$ cat config.mk
export PLATFORM = sky130hd
export DESIGN_NAME = fetch_queue_flat
export DESIGN_NICKNAME = d
export VERILOG_FILES = /design/src/rtl/cpu_pkg.sv /design/src/rtl/fetch_queue_if.sv /design/src/rtl/adder64.sv /design/src/rtl/fetch_queue_ptr.sv /design/src/rtl/fetch_queue.sv /design/src/flat_wrapper.sv
export SDC_FILE = /design/constraint.sdc
export NUM_CORES = 1
export LEC_CHECK = 0
export ABC_AREA = 1
export BUFFER_PORTS_ARGS = -buffer_cell sky130_fd_sc_hd__clkbuf_2
export CAP_MARGIN = 20
export CORE_MARGIN = 1
export CORE_UTILIZATION = 50
export CTS_CLUSTER_DIAMETER = 50
export DETAILED_ROUTE_END_ITERATION = 10
export PLACE_DENSITY = 0.78
export SKIP_LAST_GASP = 1
export SLEW_MARGIN = 20
export SYNTH_ARGS = -nofsm -noshare
export SYNTH_HDL_FRONTEND = slang
export SYNTH_SLANG_ARGS = --single-unit
$ cat constraint.sdc
create_clock -name clk -period 2.3 [get_ports clk]
set_input_delay 0.23 -clock clk [delete_from_list [all_inputs] [get_ports clk]]
set_output_delay 0.23 -clock clk [all_outputs]
set_load 0.01 [all_outputs]
$ cat src/rtl/cpu_pkg.sv
// Shared CPU definitions used by the fetch queue: the fetch packet layout,
// the A64 NOP encoding shown to decode when the queue is empty, and the PC step.
package cpu_pkg;

  typedef struct packed {
    logic [63:0] pc;
    logic [31:0] instr;
  } fetch_pkt_t;

  localparam logic [31:0] NOP_INSTR = 32'hD503201F;
  localparam logic [63:0] PC_INCR   = 64'd4;

endpackage

$ cat src/rtl/fetch_queue_if.sv
// Fetch-to-decode handshake bundle.
// master: fetch stage + decoder side. slave: the queue.
interface fetch_queue_if #(
  parameter int ADDR_W  = 64,
  parameter int INSTR_W = 32
);

  logic               fetch_valid;
  logic [ADDR_W-1:0]  fetch_pc;
  logic [INSTR_W-1:0] fetch_instr;
  logic               fetch_ready;
  logic               dec_valid;
  logic [ADDR_W-1:0]  dec_pc;
  logic [INSTR_W-1:0] dec_instr;
  logic [ADDR_W-1:0]  dec_pc4;
  logic               dec_ready;

  modport master (
    output fetch_valid, fetch_pc, fetch_instr, dec_ready,
    input  fetch_ready, dec_valid, dec_pc, dec_instr, dec_pc4
  );

  modport slave (
    input  fetch_valid, fetch_pc, fetch_instr, dec_ready,
    output fetch_ready, dec_valid, dec_pc, dec_instr, dec_pc4
  );

endinterface

$ cat src/rtl/adder64.sv
// 64-bit adder shared across the datapath; wraps modulo 2^64.
module adder64 (
  input  logic [63:0] a,
  input  logic [63:0] b,
  output logic [63:0] sum
);

  assign sum = a + b;

endmodule

$ cat src/rtl/fetch_queue_ptr.sv
// Pointer/occupancy bookkeeping for fetch_queue: write pointer, read pointer,
// entry count and the derived full/empty flags. Flush overrides push and pop.
module fetch_queue_ptr #(
  parameter  int DEPTH = 2,
  localparam int PW    = $clog2(DEPTH),
  localparam int CW    = $clog2(DEPTH + 1)
) (
  input  logic          clk,
  input  logic          reset,
  input  logic          flush_i,
  input  logic          push_i,
  input  logic          pop_i,
  output logic [PW-1:0] wr_ptr_o,
  output logic [PW-1:0] rd_ptr_o,
  output logic [CW-1:0] count_o,
  output logic          full_o,
  output logic          empty_o
);

  logic [PW-1:0] wr_ptr_q, wr_ptr_d;
  logic [PW-1:0] rd_ptr_q, rd_ptr_d;
  logic [CW-1:0] count_q, count_d;

  // Next-state: flush wins; otherwise pointers advance (wrapping) on push/pop.
  always_comb begin
    wr_ptr_d = wr_ptr_q;
    rd_ptr_d = rd_ptr_q;
    count_d  = count_q;
    if (flush_i) begin
      wr_ptr_d = '0;
      rd_ptr_d = '0;
      count_d  = '0;
    end else begin
      if (push_i) wr_ptr_d = wr_ptr_q + PW'(1);
      if (pop_i)  rd_ptr_d = rd_ptr_q + PW'(1);
      count_d = count_q + CW'(push_i) - CW'(pop_i);
    end
  end

  // State registers, cleared asynchronously by the active-low reset.
  always_ff @(posedge clk or negedge reset) begin
    if (!reset) begin
      wr_ptr_q <= '0;
      rd_ptr_q <= '0;
      count_q  <= '0;
    end else begin
      wr_ptr_q <= wr_ptr_d;
      rd_ptr_q <= rd_ptr_d;
      count_q  <= count_d;
    end
  end

  assign wr_ptr_o = wr_ptr_q;
  assign rd_ptr_o = rd_ptr_q;
  assign count_o  = count_q;
  assign full_o   = (count_q == CW'(DEPTH));
  assign empty_o  = (count_q == '0);

endmodule

$ cat src/rtl/fetch_queue.sv
// Instruction queue between fetch and decode. Buffers up to DEPTH {pc, instr}
// packets, flushes on a taken branch, and supplies pc+4 for BL link values.
// No same-cycle bypass: a packet pushed in cycle N is visible in cycle N+1.
// Optional build macro FETCH_QUEUE_STATS_EN adds saturating stall_cycles and
// flush_count counters.
module fetch_queue
  import cpu_pkg::*;
#(
  parameter  int DEPTH   = 2,
  parameter  int ADDR_W  = 64,
  parameter  int INSTR_W = 32,
  localparam int PW      = $clog2(DEPTH),
  localparam int CW      = $clog2(DEPTH + 1)
) (
  input  logic           clk,
  input  logic           reset,
  input  logic           flush,
  fetch_queue_if.slave   fq,
  output logic [CW-1:0]  count
`ifdef FETCH_QUEUE_STATS_EN
  ,
  output logic [31:0]    stall_cycles,
  output logic [31:0]    flush_count
`endif
);

  logic          push, pop, full, empty;
  logic [PW-1:0] wr_ptr, rd_ptr;
  fetch_pkt_t    mem_q [DEPTH];
  fetch_pkt_t    head;

  // Ready depends only on occupancy and reset, never on dec_ready.
  assign fq.fetch_ready = ~full & reset;
  assign push           = fq.fetch_valid & fq.fetch_ready;
  assign pop            = ~empty & fq.dec_ready;

  fetch_queue_ptr #(.DEPTH(DEPTH)) u_ptr (
    .clk      (clk),
    .reset    (reset),
    .flush_i  (flush),
    .push_i   (push),
    .pop_i    (pop),
    .wr_ptr_o (wr_ptr),
    .rd_ptr_o (rd_ptr),
    .count_o  (count),
    .full_o   (full),
    .empty_o  (empty)
  );

  // Packet storage; a push coinciding with a flush is dropped.
  always_ff @(posedge clk or negedge reset) begin
    if (!reset) begin
      for (int unsigned i = 0; i < DEPTH; i++) mem_q[i] <= '0;
    end else if (push && !flush) begin
      mem_q[wr_ptr] <= '{pc: fq.fetch_pc, instr: fq.fetch_instr};
    end
  end

  // Head presentation: an empty queue shows PC 0 and a NOP.
  always_comb begin
    head         = mem_q[rd_ptr];
    fq.dec_valid = ~empty;
    fq.dec_pc    = '0;
    fq.dec_instr = NOP_INSTR;
    if (!empty) begin
      fq.dec_pc    = head.pc;
      fq.dec_instr = head.instr;
    end
  end

  adder64 u_pc4 (
    .a   (fq.dec_pc),
    .b   (PC_INCR),
    .sum (fq.dec_pc4)
  );

`ifdef FETCH_QUEUE_STATS_EN
  logic [31:0] stall_cycles_q, flush_count_q;

  // Saturating event counters: fetch stalled by a full queue, and flushes.
  always_ff @(posedge clk or negedge reset) begin
    if (!reset) begin
      stall_cycles_q <= '0;
      flush_count_q  <= '0;
    end else begin
      if (fq.fetch_valid && !fq.fetch_ready && stall_cycles_q != '1)
        stall_cycles_q <= stall_cycles_q + 32'd1;
      if (flush && flush_count_q != '1)
        flush_count_q <= flush_count_q + 32'd1;
    end
  end

  assign stall_cycles = stall_cycles_q;
  assign flush_count  = flush_count_q;
`endif

endmodule

$ cat src/flat_wrapper.sv
// flat-port wrapper written by rule: the top's interface ports become plain ports
module fetch_queue_flat import cpu_pkg::*;
#(
  parameter  int DEPTH   = 2,
  parameter  int ADDR_W  = 64,
  parameter  int INSTR_W = 32,
  localparam int PW      = $clog2(DEPTH),
  localparam int CW      = $clog2(DEPTH + 1)
)
  (clk, reset, flush, count, fq_fetch_valid, fq_fetch_pc, fq_fetch_instr, fq_dec_ready, fq_fetch_ready, fq_dec_valid, fq_dec_pc, fq_dec_instr, fq_dec_pc4);
  fetch_queue_if #(.ADDR_W(ADDR_W), .INSTR_W(INSTR_W)) fq_i ();
  input  logic clk;
  input  logic reset;
  input  logic flush;
  output logic [CW-1:0] count;
  input wire logic [$bits(fq_i.fetch_valid)-1:0] fq_fetch_valid;
  input wire logic [$bits(fq_i.fetch_pc)-1:0] fq_fetch_pc;
  input wire logic [$bits(fq_i.fetch_instr)-1:0] fq_fetch_instr;
  input wire logic [$bits(fq_i.dec_ready)-1:0] fq_dec_ready;
  output wire logic [$bits(fq_i.fetch_ready)-1:0] fq_fetch_ready;
  output wire logic [$bits(fq_i.dec_valid)-1:0] fq_dec_valid;
  output wire logic [$bits(fq_i.dec_pc)-1:0] fq_dec_pc;
  output wire logic [$bits(fq_i.dec_instr)-1:0] fq_dec_instr;
  output wire logic [$bits(fq_i.dec_pc4)-1:0] fq_dec_pc4;
  assign fq_i.fetch_valid = fq_fetch_valid;
  assign fq_i.fetch_pc = fq_fetch_pc;
  assign fq_i.fetch_instr = fq_fetch_instr;
  assign fq_i.dec_ready = fq_dec_ready;
  assign fq_fetch_ready = fq_i.fetch_ready;
  assign fq_dec_valid = fq_i.dec_valid;
  assign fq_dec_pc = fq_i.dec_pc;
  assign fq_dec_instr = fq_i.dec_instr;
  assign fq_dec_pc4 = fq_i.dec_pc4;
  fetch_queue #(.DEPTH(DEPTH), .ADDR_W(ADDR_W), .INSTR_W(INSTR_W)) u_core (.clk(clk), .reset(reset), .flush(flush), .fq(fq_i), .count(count));
endmodule
======== Word-level counts from Yosys, hierarchy flattened ========
Cells that the tools add are included.
word-level totals
  bits in registers ....................... 196
  input port bits ......................... 101
  output and inout bits ................... 164
cells by class
  add/sub/neg operators ................... 5
  $lt $le $gt $ge ......................... 3
  eq/ne operators ......................... 1
  multiplexer cells ....................... 13
  bitwise operators ....................... 7
  reductions and logical operators ........ 6
operator list
  kind                     number
  $mux W96                 4
  $bwmux W192              1
  $demux W96 S1            1
  $add A64 B3 Y64 const B  1
  $mux W64                 1
  $mux W32                 1
  $ge A2 B2 Y1 const B     2
  $mux W1                  4
  $not A1 Y2               2
  $reduce_bool A2 Y1       2
  $and A1 B1 Y1            3
  $add A1 B1 Y1 const B    2
  $add A2 B1 Y2            1
  $eq A2 B2 Y1 const B     1
  $logic_and A1 B1 Y1      2
  $logic_not A2 Y1         1
  $lt A2 B1 Y1 const B     1
  $mux W2                  1
  $not A1 Y1               2
  $sub A2 B1 Y2            1
  $logic_not A1 Y1         1

======== Depth between registers and ports, before layout ========
Gate-level depths: netlist of run 1.
  depth in word-level cells ............... 7
  gate-level depth with buffers ........... 15
  gate-level depth less buffers ........... 13

======== Hierarchy ========
From an unflattened synthesis of run 1, not the netlist that was laid out.
unflattened totals
  cell total of the unflattened synthesis .. 2480
  area, all modules ....................... 15110.7 sq um
by module, submodules not included
  module           times used  cells each  area each (sq um)  seq. area each (sq um)
  fetch_queue      1           1164        8914.8             4804.6
  adder64          1           1291        5987.0             0.0
  fetch_queue_ptr  1           25          209.0              100.1

======== Worst setup path after synthesis of run 1 ========
OpenSTA, ideal clock, no wires.
  path kind ............................... register to output
  start point ............................. register u_core.u_ptr.count_q[0], in the netlist u_core.u_ptr.count_o[0]
  end point ............................... output port fq_dec_pc4[34]
  data arrival time ....................... 2.298 ns
  required time ........................... 2.070 ns
  slack ................................... -0.228 ns
  stages on the path, launching flop included .. 15
  path buffers ............................ 3
  path through ............................ dfrtp_1 > inv_1 > nand2_4 > buf_4 > buf_2 > buf_2 > nand2_1 > inv_1 > ha_1 > nand2_2 > inv_2 > nand2_1 > nor2_2 > nand2_1 > xor2_1
on the way
  longest elaborated chain between the ends .. 3
ends and longest elaborated chain
  element                 line                   text
  start, declared         fetch_queue_ptr.sv:22  logic [CW-1:0] count_q, count_d;
  start signal, assigned  fetch_queue_ptr.sv:49  count_q <= count_d;
  $logic_not A2 Y1        fetch_queue_ptr.sv:57  assign empty_o = (count_q == '0);
  $mux W64                fetch_queue.sv:65      if (!empty) begin
  net fq_dec_pc[3]        flat_wrapper.sv:22     output wire logic [$bits(fq_i.dec_pc)-1:0] fq_dec_pc;
  $add A64 B3 Y64         adder64.sv:8           assign sum = a + b;
  end, declared           flat_wrapper.sv:24     output wire logic [$bits(fq_i.dec_pc4)-1:0] fq_dec_pc4;
The timed path passes the listed nets, and every way through them passes these cells.

======== Worst setup path in the final report of run 1 ========
  start point ............................. register u_core.u_ptr.rd_ptr_q, in the netlist u_core.u_ptr.rd_ptr_o
  end point ............................... output port fq_dec_pc4[39]
on the way
  longest elaborated chain between the ends .. 6
ends and longest elaborated chain
  element                                       line                   text
  start, declared                               fetch_queue_ptr.sv:21  logic [PW-1:0] rd_ptr_q, rd_ptr_d;
  start signal, assigned                        fetch_queue_ptr.sv:48  rd_ptr_q <= rd_ptr_d;
  $not A1 Y2 (implied by the code)              fetch_queue.sv:61      head = mem_q[rd_ptr];
  $mux W96 (implied by the code) (3 in series)  fetch_queue.sv:61
  $mux W64                                      fetch_queue.sv:65
  $add A64 B3 Y64                               adder64.sv:8
Every way passes these cells. The select of a mux whose other input is x is not followed.

==> flow_summary.yaml, run 1 <==
status:
  status: "finished with violations"
  failed_checks: "negative setup slack"
worst_hold_path:
  worstHoldStart: "fq_fetch_pc[62]"
  worst_hold_path.endpoint: "u_core.mem_q[190]"
  hold_path_cell_cnt: 3
  hold_path_class: "input port to flip-flop"
grt:
  vias_in_the_first_global_route: 12110
  grt_pass1_wl_um: 64240
  global_route.usage.total: 0.3506
  globalRoute.totalOverflow: 0
  pin_count_of_the_biggest_net_entering_global_routing: 153
  number_of_antenna_violations_at_the_first_check_in_global_routing: 0
synth:
  number_of_storage_elements_in_the_synthesis_netlist: 196
  netlist_area_um2: 11760
  synth_cell_types: 25
  synth.most_common_cell: "sky130_fd_sc_hd__nand2_1"
  synth_top_area_cell: "sky130_fd_sc_hd__dfrtp_1"
  synth_area_leaders: "sky130_fd_sc_hd__dfrtp_1 42%, sky130_fd_sc_hd__nand2_1 21%, sky130_fd_sc_hd__o21ai_0 8.3%"
  synth_seq_area_share: 0.4170
  synth_fp_nets: 1873
  area_share_of_the_leading_cell_type_in_the_synthesized_netlist: 0.4170
  synth-warning-count: 0
  yosys-top-cells-count: "664 x sky130_fd_sc_hd__nand2_1, 243 x sky130_fd_sc_hd__inv_1, 196 x sky130_fd_sc_hd__dfrtp_1"
  async_reset_ff_frac: 1.000
  synth_top_flop_cell: "sky130_fd_sc_hd__dfrtp_1"
  netlist_instances: 1769
  synth_enable_flop_cells: 0
  synthesis.area_per_instance_um2: 6.649
die:
  floorplan.initialDensity: 0.5148
  floorplan.rows: 55
  floorplan.die.width_um: 155.4
  ioPinCount: 265
  core_box_area_um2: 22850
  design.die.area_um2: 24140
  dieHeight_um: 155.4
drt:
  detailedRoute.firstIterationViolations: 1209
  dr.pass1.iters: 6
  drt_drc_violations_left: 0
  avgViaCountPerCell: 5.231
  routedWlPerCell_um: 17.70
  final_antenna_net_count: 0
  detailroute.via_count: 13280
  wl_um: 44940
sta:
  final_critical_path_setup_slack_ps: -555.9
  final_max_slew_viol_count: 0
  worst_slew_pin_slew_ps: 853.1
  final.hold.worst_slack_ps: 15.60
  final_hold_viol_count: 0
  max-slew-margin-rel: 0.4313
  period_share: 1.242
  min_period_ps: 2856
  fin_worst_skew_ps: 19.70
  max_freq_ghz: 0.3502
  rsz0062_at_grt: "yes"
  finalSetupViolCount: 99
clock_tree:
  numClockSinks: 196
  number_of_buffers_inserted_during_clock_tree_synthesis: 17
  clk-insertion-delay-late_ps: 450
  path_clk_slew_ps: 90
  cts-root-buf: "sky130_fd_sc_hd__clkbuf_16"
  clockBufferDepth: 2
  cts.htree.levels: 4
  tritoncts_clock_tree: "built"
run:
  drv.max_cap_violation_count: 0
worst_setup_path:
  critPathArrivalTime_ps: 2630
  cp.required_ps: 2070
  crit_path_max_fanout: 8
  cp-end-kind: "output pin"
  startpoint_type: "flip-flop"
  path_class: "flip-flop to output pin"
  reg2reg_depth: 15
  regToRegSetupSlack_ps: -80
  worst_r2r_startpoint: "u_core.u_ptr.count_o[0]"
  endpoint_of_the_lowest_slack_register_to_register_path: "u_core.u_ptr.count_o[1]"
finish:
  diode_count: 0
  final_net_count: 2317
  drive_above_1_share: 0.3908
  area_delta_synth_final_pct: 46.75
  finalCoreUtilization: 0.7555
  register_area_um2: 4906
  multi_input_comb_area_um2: 6721
  n_fill_cell: 1750
placement:
  dp.final_hpwl_um: 31460
  routabilityCongestion: 0.9947
  buffer_ports.inserted: 264
pwr:
  power_leakage_nw: 9.130
  total_power_mw: 18.23
  power_per_cell_area_nw_per_um2: 1056
  max-vdd-ir-drop_uv: 805.6
-- placed cells by master, fill, tap and decap left out, types with 2 or more instances in the layout --
master	n
sky130_fd_sc_hd__clkbuf_16	23
sky130_fd_sc_hd__inv_2	23
sky130_fd_sc_hd__buf_4	191
sky130_fd_sc_hd__nor2_2	81
sky130_fd_sc_hd__o21ai_0	195
sky130_fd_sc_hd__nand3_2	20
sky130_fd_sc_hd__ha_1	2
sky130_fd_sc_hd__nand4_1	25
sky130_fd_sc_hd__dlygate4sd3_1	2
sky130_fd_sc_hd__bufbuf_16	2
sky130_fd_sc_hd__nand2_4	12
sky130_fd_sc_hd__nand2_2	99
sky130_fd_sc_hd__nand2_1	572
sky130_fd_sc_hd__nor2_4	54
sky130_fd_sc_hd__clkinv_8	6
sky130_fd_sc_hd__clkbuf_2	219
sky130_fd_sc_hd__a21oi_1	4
sky130_fd_sc_hd__xor2_2	7
sky130_fd_sc_hd__clkinv_4	3
sky130_fd_sc_hd__xor2_1	25
sky130_fd_sc_hd__a21oi_2	16
sky130_fd_sc_hd__dfrtp_1	195
sky130_fd_sc_hd__inv_1	230
sky130_fd_sc_hd__inv_8	4
sky130_fd_sc_hd__nand3_4	18
sky130_fd_sc_hd__buf_2	42
sky130_fd_sc_hd__buf_12	21
sky130_fd_sc_hd__nor2_1	54
sky130_fd_sc_hd__buf_6	16
sky130_fd_sc_hd__a21oi_4	2
sky130_fd_sc_hd__nand3_1	49
-- per-stage QoR --
step,setup slack [ps],TNS [ps],std cells,instance area (um2)
finish,-555.9,-30180,2539,17260
global route,-645.5,-39080,2539,17260
CTS,-510.6,-27980,2510,16010
detailed placement,-380.1,-3315,2466,14780
global placement,-336.5,-3097,2466,14780
floorplan,19.21,0,1769,11810
-- repair_timing --
item | 4_1_cts | 5_1_grt
gates cloned | 3 | 7
resized for setup | 135 | 290
endpoints found under the setup margin | 86 | 130
hold endpoints to repair | 46 | 0
pin swaps | 24 | 32
hold buffers | 2 | 0
setup buffers | 7 | 22
-- worst max-delay path by stage --
stage	from	endpoint	slack (ps)	depth (start not counted)
2_1_floorplan	u_core.u_ptr.count_o[1]	fq_dec_pc4[34]	20	14
3_3_place_gp	u_core.u_ptr.rd_ptr_o	fq_dec_pc4[34]	-340	12
3_5_place_dp	u_core.u_ptr.rd_ptr_o	fq_dec_pc4[34]	-380	12
4_1_cts	u_core.u_ptr.rd_ptr_o	fq_dec_pc4[27]	-510	14
5_1_grt	u_core.u_ptr.count_o[0]	fq_dec_pc4[39]	-650	15
6_report	u_core.u_ptr.rd_ptr_o	fq_dec_pc4[39]	-560	14
-- routing by layer --
metal	track usage	up-vias	routed length, um
met5	0	-	0
met4	0.1200	0	1548
met3	0.06100	87	3461
met2	0.5859	655	21680
met1	0.4598	6253	18250
li1	-	6287	-
-- cells by family after synthesis --
kind of cell | Yosys count | share of synthesized area
XOR/XNOR | 33 | 0.02457
AO/OA/AOI/OAI | 219 | 0.09361
flip-flops | 196 | 0.4170
buffers and inverters | 333 | 0.1165
adder cells (fa/ha/maj) | 3 | 0.003191
AND/OR/NAND/NOR | 985 | 0.3452
-- power breakdown --
| part | switching (mW) | internal, mW |
|---|---|---|
| Combinational | 5.55 | 4.06 |
| Sequential | 0.741 | 4.68 |
| Clock | 1.61 | 1.59 |
| Total | 7.90 | 10.3 |
-- sequential cells by signal, indices dropped and copies added (netlist names) --
register               flops
u_core.mem_q             192
u_core.u_ptr.count_o       2
u_core.u_ptr.rd_ptr_o      1
u_core.u_ptr.wr_ptr_o      1
-- layout make-up --
cell class	instances	area share
sequential	196	0.2842
tap	313	0.02269
timing repair buffer	502	0.2104
inverter	256	0.05683
clock inverter	15	0.01182
multi-input combinational	1240	0.3894
clock buffer	17	0.02464
-- critical path, cell delays in order, from the launching register on --
cell	delay [ps]
sky130_fd_sc_hd__dfrtp_2	450
sky130_fd_sc_hd__clkinv_4	110
sky130_fd_sc_hd__clkbuf_16	170
sky130_fd_sc_hd__buf_4	140
sky130_fd_sc_hd__nand2_2	80
sky130_fd_sc_hd__nand3_4	110
sky130_fd_sc_hd__nor2_4	150
sky130_fd_sc_hd__nand2_2	90
sky130_fd_sc_hd__nor2_4	140
sky130_fd_sc_hd__buf_4	130
sky130_fd_sc_hd__nand2_2	60
sky130_fd_sc_hd__inv_1	90
sky130_fd_sc_hd__nand4_1	150
sky130_fd_sc_hd__nand2_1	140
sky130_fd_sc_hd__clkbuf_2	140
(Power assumes the default switching activity.)
==> run 2: changes to the inputs <==
--- a/config.mk
+++ b/config.mk
@@ -13,6 +13,7 @@
 export CTS_CLUSTER_DIAMETER = 50
 export DETAILED_ROUTE_END_ITERATION = 10
 export PLACE_DENSITY = 0.78
+export RECOVER_POWER = 25
 export SKIP_LAST_GASP = 1
 export SLEW_MARGIN = 20
 export SYNTH_ARGS = -nofsm -noshare
==> run 2 against run 1 <==
The flow still finishes with violations (negative setup slack). First-iteration DRC count fell by 2.8%. Count of clock-buffer cells in the layout did not move. Sequential share of layout area barely moved. Critical path type unchanged. Critical endpoint unchanged.
==> flow_summary.yaml, run 2 (synthesis results as in run 1) <==
finish:
  drive_above_1_share: 0.3886
  multi_input_comb_area_um2: 6719
  diode_count: 0
  final_net_count: 2317
  largest_reg_flops: 192
  design_area_um2: 17230
  top_register: "u_core.mem_q"
  most-common-layout-cells: "572 x sky130_fd_sc_hd__nand2_1, 230 x sky130_fd_sc_hd__inv_1, 217 x sky130_fd_sc_hd__clkbuf_2"
  final_cell_count_no_fill: 2539
  area_delta_synth_final_pct: 46.52
  n_fill_cell: 1758
  register_area_um2: 4906
  layout_commonest_cell: "sky130_fd_sc_hd__nand2_1"
status:
  status: "finished with violations"
  failed_checks: "negative setup slack"
worst_setup_path:
  critical_path.startpoint: "u_core.u_ptr.rd_ptr_o"
  critPathArrivalTime_ps: 2620
  cp.required_ps: 2070
  worst_r2r_startpoint: "u_core.u_ptr.count_o[0]"
  startpoint_type: "flip-flop"
  path_class: "flip-flop to output pin"
  crit_path_max_fanout: 8
  cp-end-kind: "output pin"
grt:
  globalRoute.totalOverflow: 0
  global_route.usage.total: 0.3506
  gr-usage-met2: 0.5859
  grt_use_met3: 0.06100
  grt_pass1_wl_um: 64240
  pin_count_of_the_biggest_net_entering_global_routing: 153
  grt-busiest-layer: "met2"
  number_of_antenna_violations_at_the_first_check_in_global_routing: 0
  vias_in_the_first_global_route: 12110
  groute.layer.met1.usage: 0.4598
drt:
  drt_drc_violations_left: 0
  avgViaCountPerCell: 5.213
  detailedRoute.firstIterationViolations: 1175
  wl_um: 44980
  routedWlPerCell_um: 17.71
  final_antenna_net_count: 0
  detailroute.via_count: 13240
  dr.pass1.iters: 6
die:
  floorplan.die.width_um: 155.4
  core_box_area_um2: 22850
  floorplan.rows: 55
  design.die.area_um2: 24140
  ioPinCount: 265
  dieHeight_um: 155.4
  floorplan.initialDensity: 0.5148
worst_hold_path:
  worstHoldStart: "fq_fetch_pc[62]"
  hold_path_class: "input port to flip-flop"
placement:
  post_dp_cell_area_um2: 14780
  routabilityCongestion: 0.9947
  buffer_ports.inserted: 264
  pre_cts_slack_ps: -380.1
  dp.final_hpwl_um: 31460
  post-place-cells: 2466
pwr:
  max-vdd-ir-drop_uv: 810.9
  power_per_cell_area_nw_per_um2: 1058
  power_leakage_nw: 9.109
sta:
  finalSetupViolCount: 255
  final.hold.worst_slack_ps: 17.40
  period_share: 1.241
  rsz0062_at_grt: "yes"
  fin_worst_skew_ps: 19.39
  final_critical_path_setup_slack_ps: -553.2
  final_max_slew_viol_count: 0
  max-slew-margin-rel: 0.2370
  max_freq_ghz: 0.3505
  worst_slew_pin_slew_ps: 1145
  min_period_ps: 2853
  fin_tns_setup_ps: -35730
  final_hold_viol_count: 0
clock_tree:
  path_clk_slew_ps: 90
  clockBufferDepth: 2
  numClockSinks: 196
  clk-insertion-delay-late_ps: 450
  cts.htree.levels: 4
  tritoncts_clock_tree: "built"
  cts-root-buf: "sky130_fd_sc_hd__clkbuf_16"
  number_of_buffers_inserted_during_clock_tree_synthesis: 17
run:
  drv.max_cap_violation_count: 0
-- run 2: critical path: stages (launching register included) --
cell and delay, ps:
sky130_fd_sc_hd__dfrtp_2 450, sky130_fd_sc_hd__clkinv_4 110, sky130_fd_sc_hd__clkbuf_16 170, sky130_fd_sc_hd__buf_4 140, sky130_fd_sc_hd__nand2_2 80, sky130_fd_sc_hd__nand3_4 110, sky130_fd_sc_hd__nor2_4 150, sky130_fd_sc_hd__nand2_2 90
sky130_fd_sc_hd__nor2_4 140, sky130_fd_sc_hd__buf_4 130, sky130_fd_sc_hd__nand2_2 60, sky130_fd_sc_hd__inv_1 90, sky130_fd_sc_hd__nand4_1 140, sky130_fd_sc_hd__nand2_1 140, sky130_fd_sc_hd__clkbuf_2 140
-- run 2: repair_timing --
item / CTS / global route
pin swaps: 24 / 32
cloned: 3 / 7
gates resized for setup: 135 / 290
hold buffers: 2 / 0
endpoints found under the hold margin: 46 / 0
setup endpoints to repair: 86 / 130
setup buffers: 7 / 22
-- run 2: area by class of cell --
type / count / area share
multi-input cells: 1240 / 0.3899
flip-flops and latches: 196 / 0.2847
repair buffers: 502 / 0.2093
inverters: 256 / 0.05692
clock buffers: 17 / 0.02468
well taps: 313 / 0.02272
clock inverters: 15 / 0.01183
-- run 2: final timing paths --
| check | end | slack (ps) | cells after the start |
|---|---|---|---|
| max in group asynchronous | u_core.mem_q[36] | -70 | 4 |
| worst min-delay path | u_core.mem_q[190] | 20 | 3 |
| worst max register to register | u_core.u_ptr.count_o[1] | -140 | 15 |
| worst min register to register | u_core.mem_q[38] | 490 | 2 |
| min in group asynchronous | u_core.mem_q[187] | 950 | 3 |
| worst max-delay path | fq_dec_pc4[39] | -550 | 14 |
-- run 2: power breakdown --
part	internal (mW)	switching, mW
Sequential	4.68	0.743
Clock	1.59	1.61
Combinational	4.05	5.55
-- run 2: through the flow --
stage	util	total power, mW
2_1_floorplan	-	9.274
3_3_place_gp	0.6467	12.53
3_5_place_dp	0.6467	12.71
4_1_cts	0.7008	16.55
5_1_grt	0.7543	19.19
6_report	0.7543	18.23
-- run 2: per-layer routing --
layer / share of wire / vias up
li1: - / 6276
met1: 0.41 / 6219
met2: 0.48 / 637
met3: 0.077 / 103
met4: 0.037 / 0
met5: 0 / -
